`config.mk`:
```
export PLATFORM = sky130hd
export DESIGN_NAME = alu_mc
export DESIGN_NICKNAME = d
export VERILOG_FILES = /design/src/rtl/alu_pkg.sv /design/src/rtl/alu_muldiv_iter.sv /design/src/rtl/alu_mc.sv
export SDC_FILE = /design/constraint.sdc
export NUM_CORES = 1
export LEC_CHECK = 0
export ABC_AREA = 1
export ABC_CLOCK_PERIOD_IN_PS = 3600
export BUFFER_PORTS_ARGS = -buffer_cell sky130_fd_sc_hd__buf_2
export CAP_MARGIN = 20
export CORE_UTILIZATION = 40
export CTS_CLUSTER_SIZE = 25
export DETAILED_ROUTE_END_ITERATION = 7
export REMOVE_ABC_BUFFERS = 1
export SLEW_MARGIN = 40
export SYNTH_ARGS = -nofsm -noshare
export SYNTH_HDL_FRONTEND = slang
export SYNTH_SLANG_ARGS = --single-unit
export TNS_END_PERCENT = 10
```
`constraint.sdc`:
```
create_clock -name clk -period 3.6 [get_ports clk]
set_clock_uncertainty 0.1 [all_clocks]
set_input_delay 0.54 -clock clk [delete_from_list [all_inputs] [get_ports clk]]
set_output_delay 0.54 -clock clk [all_outputs]
set_load 0.03 [all_outputs]
```
`src/rtl/alu_pkg.sv`:
```
// alu_pkg: shared types for the multi-cycle ALU.
//   OPW          opcode width (fixed at 4)
//   alu_op_t     opcode encoding
//   state_t      control FSM states
//   is_iterative true for opcodes that use the multi-cycle datapath
package alu_pkg;

   localparam int unsigned OPW = 4;

   typedef enum logic [OPW-1:0] {
      OP_ADD  = 4'b0000,
      OP_SUB  = 4'b0001,
      OP_MUL  = 4'b0010,
      OP_DIV  = 4'b0011,
      OP_SHL1 = 4'b0100,
      OP_SHR1 = 4'b0101,
      OP_ROL1 = 4'b0110,
      OP_ROR1 = 4'b0111,
      OP_AND  = 4'b1000,
      OP_OR   = 4'b1001,
      OP_XOR  = 4'b1010,
      OP_NOR  = 4'b1011,
      OP_NAND = 4'b1100,
      OP_XNOR = 4'b1101,
      OP_GT   = 4'b1110,
      OP_EQ   = 4'b1111
   } alu_op_t;

   typedef enum logic [1:0] {
      IDLE,
      BUSY,
      DONE
   } state_t;

   function automatic logic is_iterative(input alu_op_t op);
      return (op == OP_MUL) || (op == OP_DIV);
   endfunction

endpackage

```
`src/rtl/alu_muldiv_iter.sv`:
```
// alu_muldiv_iter: shared WIDTH-iteration shift-add multiplier / restoring
// divider.
//   clk, reset        clock, synchronous active-high reset
//   start             load operands and begin WIDTH iterations
//   is_div            1 = unsigned divide, 0 = multiply
//   a, b              operands (sampled on start)
//   done              current cycle performs the final iteration
//   prod_hi, prod_lo  product halves after this cycle's iteration
//   quot              quotient after this cycle's iteration
module alu_muldiv_iter #(
   parameter int unsigned WIDTH = 8
) (
   input  logic             clk,
   input  logic             reset,
   input  logic             start,
   input  logic             is_div,
   input  logic [WIDTH-1:0] a,
   input  logic [WIDTH-1:0] b,
   output logic             done,
   output logic [WIDTH-1:0] prod_hi,
   output logic [WIDTH-1:0] prod_lo,
   output logic [WIDTH-1:0] quot
);

   localparam int unsigned CW = $clog2(WIDTH + 1);

   logic [CW-1:0]    count;
   logic             div_q;
   // hi holds the partial product high half (MUL) or partial remainder (DIV);
   // lo holds the multiplier being shifted out (MUL) or dividend/quotient (DIV).
   logic [WIDTH-1:0] hi, lo, bq;
   logic [WIDTH-1:0] hi_n, lo_n;
   logic [WIDTH:0]   sum, shifted;

   always_comb begin
      sum     = {1'b0, hi} + (lo[0] ? {1'b0, bq} : '0);
      shifted = {hi, lo[WIDTH-1]};
      if (div_q) begin
         if (shifted >= {1'b0, bq}) begin
            // remainder < divisor, so the low WIDTH bits carry the full difference
            hi_n = shifted[WIDTH-1:0] - bq;
            lo_n = {lo[WIDTH-2:0], 1'b1};
         end else begin
            hi_n = shifted[WIDTH-1:0];
            lo_n = {lo[WIDTH-2:0], 1'b0};
         end
      end else begin
         hi_n = sum[WIDTH:1];
         lo_n = {sum[0], lo[WIDTH-1:1]};
      end
   end

   always_ff @(posedge clk) begin
      if (reset) begin
         count <= '0;
         div_q <= 1'b0;
         hi    <= '0;
         lo    <= '0;
         bq    <= '0;
      end else if (start) begin
         count <= CW'(WIDTH);
         div_q <= is_div;
         hi    <= '0;
         lo    <= a;
         bq    <= b;
      end else if (count != '0) begin
         count <= count - 1'b1;
         hi    <= hi_n;
         lo    <= lo_n;
      end
   end

   // Final values are exposed combinationally so the caller can register them
   // on the same edge as the last iteration (WIDTH+1 cycle latency overall).
   assign done    = (count == CW'(1));
   assign prod_hi = hi_n;
   assign prod_lo = lo_n;
   assign quot    = lo_n;

endmodule

```
`src/rtl/alu_mc.sv`:
```
// alu_mc: multi-cycle parametrised ALU with valid/ready handshakes.
//   clk, reset          clock, synchronous active-high reset
//   in_valid, in_ready  operand-side handshake
//   a, b, op            operands and opcode (alu_pkg::alu_op_t encoding)
//   out_valid,out_ready result-side handshake
//   result              registered WIDTH-bit result
//   flag_z/c/v/dz       zero, carry/borrow/high-nonzero, overflow, div-by-zero
module alu_mc
   import alu_pkg::*;
#(
   parameter int unsigned WIDTH = 8
) (
   input  logic             clk,
   input  logic             reset,
   input  logic             in_valid,
   output logic             in_ready,
   input  logic [WIDTH-1:0] a,
   input  logic [WIDTH-1:0] b,
   input  logic [OPW-1:0]   op,
   output logic             out_valid,
   input  logic             out_ready,
   output logic [WIDTH-1:0] result,
   output logic             flag_z,
   output logic             flag_c,
   output logic             flag_v,
   output logic             flag_dz
);

   state_t           state, state_n;
   alu_op_t          op_e, op_q, op_n;
   logic [WIDTH-1:0] res_q, res_n;
   logic             z_q, z_n, c_q, c_n, v_q, v_n, dz_q, dz_n;

   logic             accept, start, div_zero;
   logic [WIDTH-1:0] alu_res;
   logic             alu_c, alu_v;
   logic [WIDTH:0]   ext;

   logic             iter_done;
   logic [WIDTH-1:0] prod_hi, prod_lo, quot;

   assign op_e     = alu_op_t'(op);
   assign in_ready = (state == IDLE);
   assign accept   = in_valid && in_ready;
   assign div_zero = (op_e == OP_DIV) && (b == '0);
   assign start    = accept && is_iterative(op_e) && !div_zero;

   alu_muldiv_iter #(
      .WIDTH (WIDTH)
   ) u_iter (
      .clk     (clk),
      .reset   (reset),
      .start   (start),
      .is_div  (op_e == OP_DIV),
      .a       (a),
      .b       (b),
      .done    (iter_done),
      .prod_hi (prod_hi),
      .prod_lo (prod_lo),
      .quot    (quot)
   );

   // Single-cycle operations
   always_comb begin
      alu_res = '0;
      alu_c   = 1'b0;
      alu_v   = 1'b0;
      ext     = '0;
      case (op_e)
         OP_ADD: begin
            ext     = {1'b0, a} + {1'b0, b};
            alu_res = ext[WIDTH-1:0];
            alu_c   = ext[WIDTH];
            alu_v   = (a[WIDTH-1] == b[WIDTH-1]) && (alu_res[WIDTH-1] != a[WIDTH-1]);
         end
         OP_SUB: begin
            ext     = {1'b0, a} - {1'b0, b};
            alu_res = ext[WIDTH-1:0];
            alu_c   = ext[WIDTH];
            alu_v   = (a[WIDTH-1] != b[WIDTH-1]) && (alu_res[WIDTH-1] != a[WIDTH-1]);
         end
         OP_SHL1: begin
            alu_res = {a[WIDTH-2:0], 1'b0};
            alu_c   = a[WIDTH-1];
         end
         OP_SHR1: begin
            alu_res = {1'b0, a[WIDTH-1:1]};
            alu_c   = a[0];
         end
         OP_ROL1: begin
            alu_res = {a[WIDTH-2:0], a[WIDTH-1]};
            alu_c   = a[WIDTH-1];
         end
         OP_ROR1: begin
            alu_res = {a[0], a[WIDTH-1:1]};
            alu_c   = a[0];
         end
         OP_AND:  alu_res = a & b;
         OP_OR:   alu_res = a | b;
         OP_XOR:  alu_res = a ^ b;
         OP_NOR:  alu_res = ~(a | b);
         OP_NAND: alu_res = ~(a & b);
         OP_XNOR: alu_res = ~(a ^ b);
         OP_GT:   alu_res = {{(WIDTH-1){1'b0}}, (a > b)};
         OP_EQ:   alu_res = {{(WIDTH-1){1'b0}}, (a == b)};
         default: ;
      endcase
   end

   // FSM next-state and result/flag capture
   always_comb begin
      state_n = state;
      op_n    = op_q;
      res_n   = res_q;
      z_n     = z_q;
      c_n     = c_q;
      v_n     = v_q;
      dz_n    = dz_q;
      case (state)
         IDLE: begin
            if (accept) begin
               op_n = op_e;
               if (div_zero) begin
                  res_n   = '1;
                  z_n     = 1'b0;
                  c_n     = 1'b0;
                  v_n     = 1'b0;
                  dz_n    = 1'b1;
                  state_n = DONE;
               end else if (is_iterative(op_e)) begin
                  state_n = BUSY;
               end else begin
                  res_n   = alu_res;
                  z_n     = (alu_res == '0);
                  c_n     = alu_c;
                  v_n     = alu_v;
                  dz_n    = 1'b0;
                  state_n = DONE;
               end
            end
         end
         BUSY: begin
            if (iter_done) begin
               if (op_q == OP_DIV) begin
                  res_n = quot;
                  z_n   = (quot == '0);
                  c_n   = 1'b0;
               end else begin
                  res_n = prod_lo;
                  z_n   = (prod_lo == '0);
                  c_n   = (prod_hi != '0);
               end
               v_n     = 1'b0;
               dz_n    = 1'b0;
               state_n = DONE;
            end
         end
         DONE: begin
            if (out_ready) state_n = IDLE;
         end
         default: state_n = IDLE;
      endcase
   end

   always_ff @(posedge clk) begin
      if (reset) begin
         state <= IDLE;
         op_q  <= OP_ADD;
         res_q <= '0;
         z_q   <= 1'b0;
         c_q   <= 1'b0;
         v_q   <= 1'b0;
         dz_q  <= 1'b0;
      end else begin
         state <= state_n;
         op_q  <= op_n;
         res_q <= res_n;
         z_q   <= z_n;
         c_q   <= c_n;
         v_q   <= v_n;
         dz_q  <= dz_n;
      end
   end

   assign out_valid = (state == DONE);
   assign result    = res_q;
   assign flag_z    = z_q;
   assign flag_c    = c_q;
   assign flag_v    = v_q;
   assign flag_dz   = dz_q;

endmodule

```
## Word-level counts from Yosys, hierarchy flattened

Index checks and enable logic that the tools add are counted.

- Bits in latches: 0
- Memories kept: 0
- Flip-flop bits (word level): 47
- Logic and storage cells: 120
- Output and inout port bits: 14
- Bits in writable memories: 0
- ROM bits: 0

- $lt $le $gt $ge: 2
- Equal/unequal tests: 28
- Mux-type cells: 43
- Shift-type cells: 0
- Reductions and logical operators: 23
- Add/subtract/negate cells: 5
- Multipliers: 0
- Bitwise operators: 6
- Div/mod/pow operators: 0

Operator list:

| cell | number |
|---|---|
| $pmux 8 s14 | 1 |
| $mux 8 | 10 |
| $eq 4x4->1 const B | 8 |
| $logic_not 8->1 | 3 |
| $not 8->8 | 3 |
| $mux 1 | 17 |
| $eq 4x3->1 const B | 4 |
| $pmux 8 s2 | 1 |
| $eq 4x2->1 const B | 3 |
| $mux 2 | 5 |
| $pmux 1 s2 | 5 |
| $add 8x8->9 | 1 |
| $add 8x9->9 | 1 |
| $ge 9x8->1 | 1 |
| $sub 8x8->9 | 1 |
| $and 8x8->8 | 1 |
| $eq 4x1->1 const B | 2 |
| $eq 8x8->1 | 1 |
| $gt 8x8->1 | 1 |
| $mux 4 | 2 |
| $or 8x8->8 | 1 |
| $reduce_bool 8->1 | 1 |
| $sub 8x8->8 | 1 |
| $xor 8x8->8 | 1 |
| other kinds (21) | 32 |

## Depth between registers and ports, before layout

- Depth in word-level cells: 8
- Mapped depth: 18
- Gate-level depth less buffers: 17

## By module

Synthesis repeated with hierarchy kept, for this count alone.

- Cells, all modules: 866
- Area total of the unflattened synthesis: 4999.8 sq um

By module, submodules not included:

| module | instances | area each (sq um) | cells each |
|---|---|---|---|
| alu_mc | 1 | 2630.0 | 491 |
| alu_muldiv_iter | 1 | 2369.8 | 375 |

## Least setup slack after synthesis

No wires, ideal clock.

- Path kind: reg2reg
- Start: register u_iter.lo[0]
- End: register c_q, in the netlist flag_c
- Slack: 1.288 ns
- Clock period less this slack: 2.312 ns
- Library setup time: 0.118 ns
- Data arrival time: 2.094 ns
- Path buffers: 1
- Required time: 3.382 ns
- Cell stages (with the launch flop): 19
- Cells stage by stage: dfxtp_1 clkbuf_1 nand2_1 inv_1 ha_1 inv_1 fa_1 inv_1 nand3_1 nand2_1 a21oi_1 o21ai_0 nand2_1 nor2_1 nand2_1 nor2_1 nand3_1 nand2_1 a21oi_1

- Longest elaborated chain between the ends: 7

RTL lines:

| item | RTL line | source |
|---|---|---|
| start, declared | alu_muldiv_iter.sv:31 | `logic [WIDTH-1:0] hi, lo, bq;` |
| start signal, assigned | alu_muldiv_iter.sv:69 | `lo <= lo_n;` |
| $mux 8 | alu_muldiv_iter.sv:36 | `sum = {1'b0, hi} + (lo[0] ? {1'b0, bq} : '0);` |
| $add 8x9->9 | alu_muldiv_iter.sv:36 |  |
| $mux 8 | alu_muldiv_iter.sv:38 | `if (div_q) begin` |
| $reduce_bool 8->1 | alu_mc.sv:151 | `c_n = (prod_hi != '0);` |
| $mux 1 | alu_mc.sv:144 | `if (op_q == OP_DIV) begin` |
| $mux 1 | alu_mc.sv:143 | `if (iter_done) begin` |
| $pmux 1 s2 | alu_mc.sv:119 | `case (state)` |
| end signal, assigned | alu_mc.sv:179 | `c_q <= c_n;` |
| end, declared | alu_mc.sv:32 | `logic z_q, z_n, c_q, c_n, v_q, v_n, dz_q, dz_n;` |

Every way passes these cells. The select of a mux whose other input is x is not followed.
A chain may end at the register's enable or synchronous reset.

## Worst setup path after layout

- Start: input port a[0]
- End: register c_q, in the netlist flag_c

- Longest elaborated chain between the ends: 6
- Elaborated cells between the ends (all ways): 7
- Those cells by class: add/sub (2); mux (5)

RTL lines:

| item | RTL line | source |
|---|---|---|
| start, declared | alu_mc.sv:17 | `input logic [WIDTH-1:0] a,` |
| $sub 8x8->9 / $add 8x8->9 (equally long branches) | alu_mc.sv:77, alu_mc.sv:71 |  |
| $pmux 1 s4 * | alu_mc.sv:69 | `case (op_e)` |
| $mux 1 * | alu_mc.sv:130 | `end else if (is_iterative(op_e)) begin` |
| $mux 1 * | alu_mc.sv:123 | `if (div_zero) begin` |
| $mux 1 * | alu_mc.sv:121 | `if (accept) begin` |
| $pmux 1 s2 * | alu_mc.sv:119 |  |

Every way passes the cells marked *; elsewhere a longest branch is shown, timed or not. The select of a mux whose other input is x is not followed.

==> impl_table.tex <==
\begin{tabular}{lr}
\hline
Metric & Value \\
\hline
\multicolumn{2}{l}{\textbf{Status}} \\
Run status & finished, final reports clean \\
\multicolumn{2}{l}{\textbf{STA}} \\
Relative max-transition margin & between 40\% and 50\% \\
Setup Total Neg Slack & 0 ps \\
Worst Max-Slew Pin Slew & 770 ps \\
Maximum clock rate & approximately 380 MHz \\
Number of hold-slack violations in the final timing report & 0 \\
Slack of the critical path & a little under 1000 ps \\
Min Tclk post-route & 2610 ps \\
Max-slew violations & 0 \\
Setup repair after global routing missed its margin & false \\
Portion of the clock cycle consumed by the worst path in the final layout & 72.5\% \\
Worst Hold Margin & 361 ps \\
Final setup vio count & 0 \\
\multicolumn{2}{l}{\textbf{Placement}} \\
Detailed placer's ending HPWL & around 12000 um \\
Quantity of I/O buffers inserted on ports & 37 \\
Weighted congestion reported at the end of routability-driven placement & slightly below 1 \\
Total instance count after detailed placement & roughly 930 \\
Placement Setup Slack & 825 ps \\
\multicolumn{2}{l}{\textbf{Critical path}} \\
Data arrival, critical path & 2680 ps \\
Cell-by-cell listing of the critical path & buf\_2, ha\_1, fa\_1, nand4\_1, nand3\_1, nand2\_1, a21oi\_1, o21ai\_0, nand3\_1, a21oi\_1, a21oi\_1 \\
Cell type with the highest occurrence count on the critical path & sky130\_fd\_sc\_hd\_\_a21oi\_1 \\
Path type of the worst setup path & in -> reg \\
R2R depth & 17 \\
CP required & 3670 ps \\
Standard cell with the maximum stage delay on the critical path & sky130\_fd\_sc\_hd\_\_fa\_1 \\
Bufs and invs on worst path & 1 \\
Startpoint type of the worst setup path & input pin \\
Family with the most delay on the worst path & adder cells \\
CP Capture Type & flop \\
Crit Path Max Fanout & 4 \\
Number of gates on the worst path with buffers counted & 11 \\
Largest stage delay on the critical path & 450 ps \\
\multicolumn{2}{l}{\textbf{Global route}} \\
Remaining Overflow, GRT & 0 \\
Via count of the first global-routing pass & 4847 \\
First-pass GRT wire length & 24600 um \\
Initial antenna violation count & 0 \\
Maximum number of pins on one net before global-route repair & 35 \\
Total routing usage reported by global routing & 24.9\% \\
\multicolumn{2}{l}{\textbf{Finish}} \\
Number of diodes added for antenna fixing & 0 \\
Layout area overhead & 8.99\% \\
Count of fill cells added during filler insertion & 1209 \\
Total area of sequential cells & 942 um2 \\
Count of non-filler cells in the finished layout & 940 \\
Fraction of final layout cells with drive strength greater than 1 & 11.0\% \\
Commonest non-fill, non-tap cells in the layout & 185 x sky130\_fd\_sc\_hd\_\_nand2\_1, 108 x sky130\_fd\_sc\_hd\_\_inv\_1, 66 x sky130\_fd\_sc\_hd\_\_nor2\_1, 63 x sky130\_fd\_sc\_hd\_\_o21ai\_0, 56 x sky130\_fd\_sc\_hd\_\_a21oi\_1 \\
Combined area of the multi-input logic cells & 3230 um2 \\
Most common cell after layout, fill and taps aside & sky130\_fd\_sc\_hd\_\_nand2\_1 \\
Net total in the final layout & 867 \\
\multicolumn{2}{l}{\textbf{Power and ir drop}} \\
P\_leak & 2.57 nW \\
Worst vdd rail ir drop & roughly 320 uV \\
Final Total Pwr & 2.14 mW \\
Power density over the cells & 416 nW/um2 \\
\multicolumn{2}{l}{\textbf{Clock network}} \\
Post CTS Setup Buffer Count & 0 \\
Maximum buffer depth of the clock tree & 2 \\
TritonCTS clock tree & done \\
Number of gates given a new drive strength after cts & 0 \\
Clk sink count & between 40 and 50 \\
Clock network latency to the later pin of the worst-skew pair & 290 ps \\
Number of buffers created by CTS & 5 \\
Root Driver & sky130\_fd\_sc\_hd\_\_clkbuf\_16 \\
Maximum level of the CTS H-tree & 2 \\
Post-cts hold buffer count & 0 \\
Clk slew on worst S/H paths & 70 ps \\
\multicolumn{2}{l}{\textbf{Route}} \\
DRC viols & 0 \\
1st-iter DRT viols & 482 \\
Detailed-route wire length & 15300 um \\
Number of iterations in the first detailed-routing pass & 6 \\
Detailed-route wire length per cell & 16.3 um \\
Vias after detailed routing & around 5200 \\
Detail Route Antenna Nets & 0 \\
Via density per instance & 5.57 \\
\multicolumn{2}{l}{\textbf{Logic synthesis}} \\
Gate count of the mapped netlist & 770 \\
Warnings, synthesis & 0 \\
Syn\_area\_per\_cell & just over 6 um2 \\
Share of async-settable or async-resettable flops after synthesis & 0\% \\
Number of flip-flops and latches in the synthesized netlist & 47 \\
Post-synthesis instance area & between 4000 and 5000 um2 \\
Number of distinct library cells after synthesis & 46 \\
Leading register cell type out of synthesis & sky130\_fd\_sc\_hd\_\_dfxtp\_1 \\
Count of flip-flops with a built-in enable after synthesis & 0 \\
Seq/Total Area, Yosys & 19.9\% \\
\multicolumn{2}{l}{\textbf{Floorplanning}} \\
Initial standard-cell utilization of the core & 41.2\% \\
Rows & 39 \\
Top-Level Pins & 38 \\
DIE AREA & around 12000 um2 \\
Floorplan die width & 111 um \\
Die boundary height & 111 um \\
Core Region & roughly 11000 um2 \\
\multicolumn{2}{l}{\textbf{Worst hold path}} \\
WHS Path Cells & 2 \\
Path type of the worst min-delay path & reg -> reg \\
\multicolumn{2}{l}{\textbf{Job}} \\
MaxCap Viol Count & 0 \\
\hline
\end{tabular}
## routing by layer
layer / share of wire [%] / global-route usage, % / up-vias
met1: 46 / 34.0 / 2405
li1: - / - / 2590
met5: 0 / 0 / -
met3: 6.3 / 3.46 / 35
met4: 2.9 / 7.73 / 0
met2: 45 / 40.6 / 206
## stage by stage
stage | instance area [um2] | util, %
final | 5140 | 44.9
after global routing | 5140 | 44.9
after CTS | 5140 | 44.9
after detailed placement | 5000 | 43.6
after global placement | 5000 | 43.6
after floorplan | 4630 | -
## synth_stat cells (9+ instances only)
cell type | count | area share, %
sky130_fd_sc_hd__a21oi_1 | 56 | 5.9
sky130_fd_sc_hd__buf_2 | 9 | 0.95
sky130_fd_sc_hd__dfxtp_1 | 47 | 20
sky130_fd_sc_hd__ha_1 | 43 | 11
sky130_fd_sc_hd__inv_1 | 109 | 8.7
sky130_fd_sc_hd__inv_2 | 9 | 0.72
sky130_fd_sc_hd__nand2_1 | 185 | 15
sky130_fd_sc_hd__nand3_1 | 54 | 5.7
sky130_fd_sc_hd__nand4_1 | 22 | 2.9
sky130_fd_sc_hd__nor2_1 | 66 | 5.2
sky130_fd_sc_hd__o21ai_0 | 63 | 6.7
sky130_fd_sc_hd__o21ai_1 | 9 | 0.95
sky130_fd_sc_hd__o22ai_1 | 10 | 1.3
## cell type report
type | count | share of cell area (%)
tap | 143 | 3.48
inverter | 121 | 8.88
multi-input combinational | 583 | 62.8
sequential | 47 | 18.3
clock buffer | 5 | 2.43
clock inverter | 3 | 0.389
timing repair buffer | 38 | 3.75
## power by group
group	internal [mW]	switching [mW]
logic	0.331	0.689
clock network	0.256	0.208
registers	0.589	0.0665
## worst min-delay path: stages, from the launching register on
cell                      delay [ps]
sky130_fd_sc_hd__dfxtp_1         300
sky130_fd_sc_hd__inv_1            60
sky130_fd_sc_hd__a21oi_1          60
## registers in the layout, summed over array words and instances (netlist names)
signal,flops
flag_c,1
flag_dz,1
flag_v,1
flag_z,1
op_q,4
result,8
state,2
u_iter.bq,8
u_iter.count,4
u_iter.div_q,1
u_iter.hi,8
u_iter.lo,8
## cell families after synthesis
group                      share of synthesized area, %
DFF                                                19.9
and+or+nand+nor                                    34.8
adders and majority gates                          13.1
xor gates and xnor gates                          0.928
AOI/OAI and AO/OA                                  19.6
buffers and inverters                              11.7
## worst paths after layout
check / from / endpoint / slack [ps]
worst max register to register: u_iter.lo[0] / flag_c / 1080
worst max-delay path: a[0] / flag_c / 990
worst min-delay path: op_q[1] / op_q[1] / 360
worst min register to register: op_q[1] / op_q[1] / 360
No activity file was read; power rests on OpenSTA's default activity.
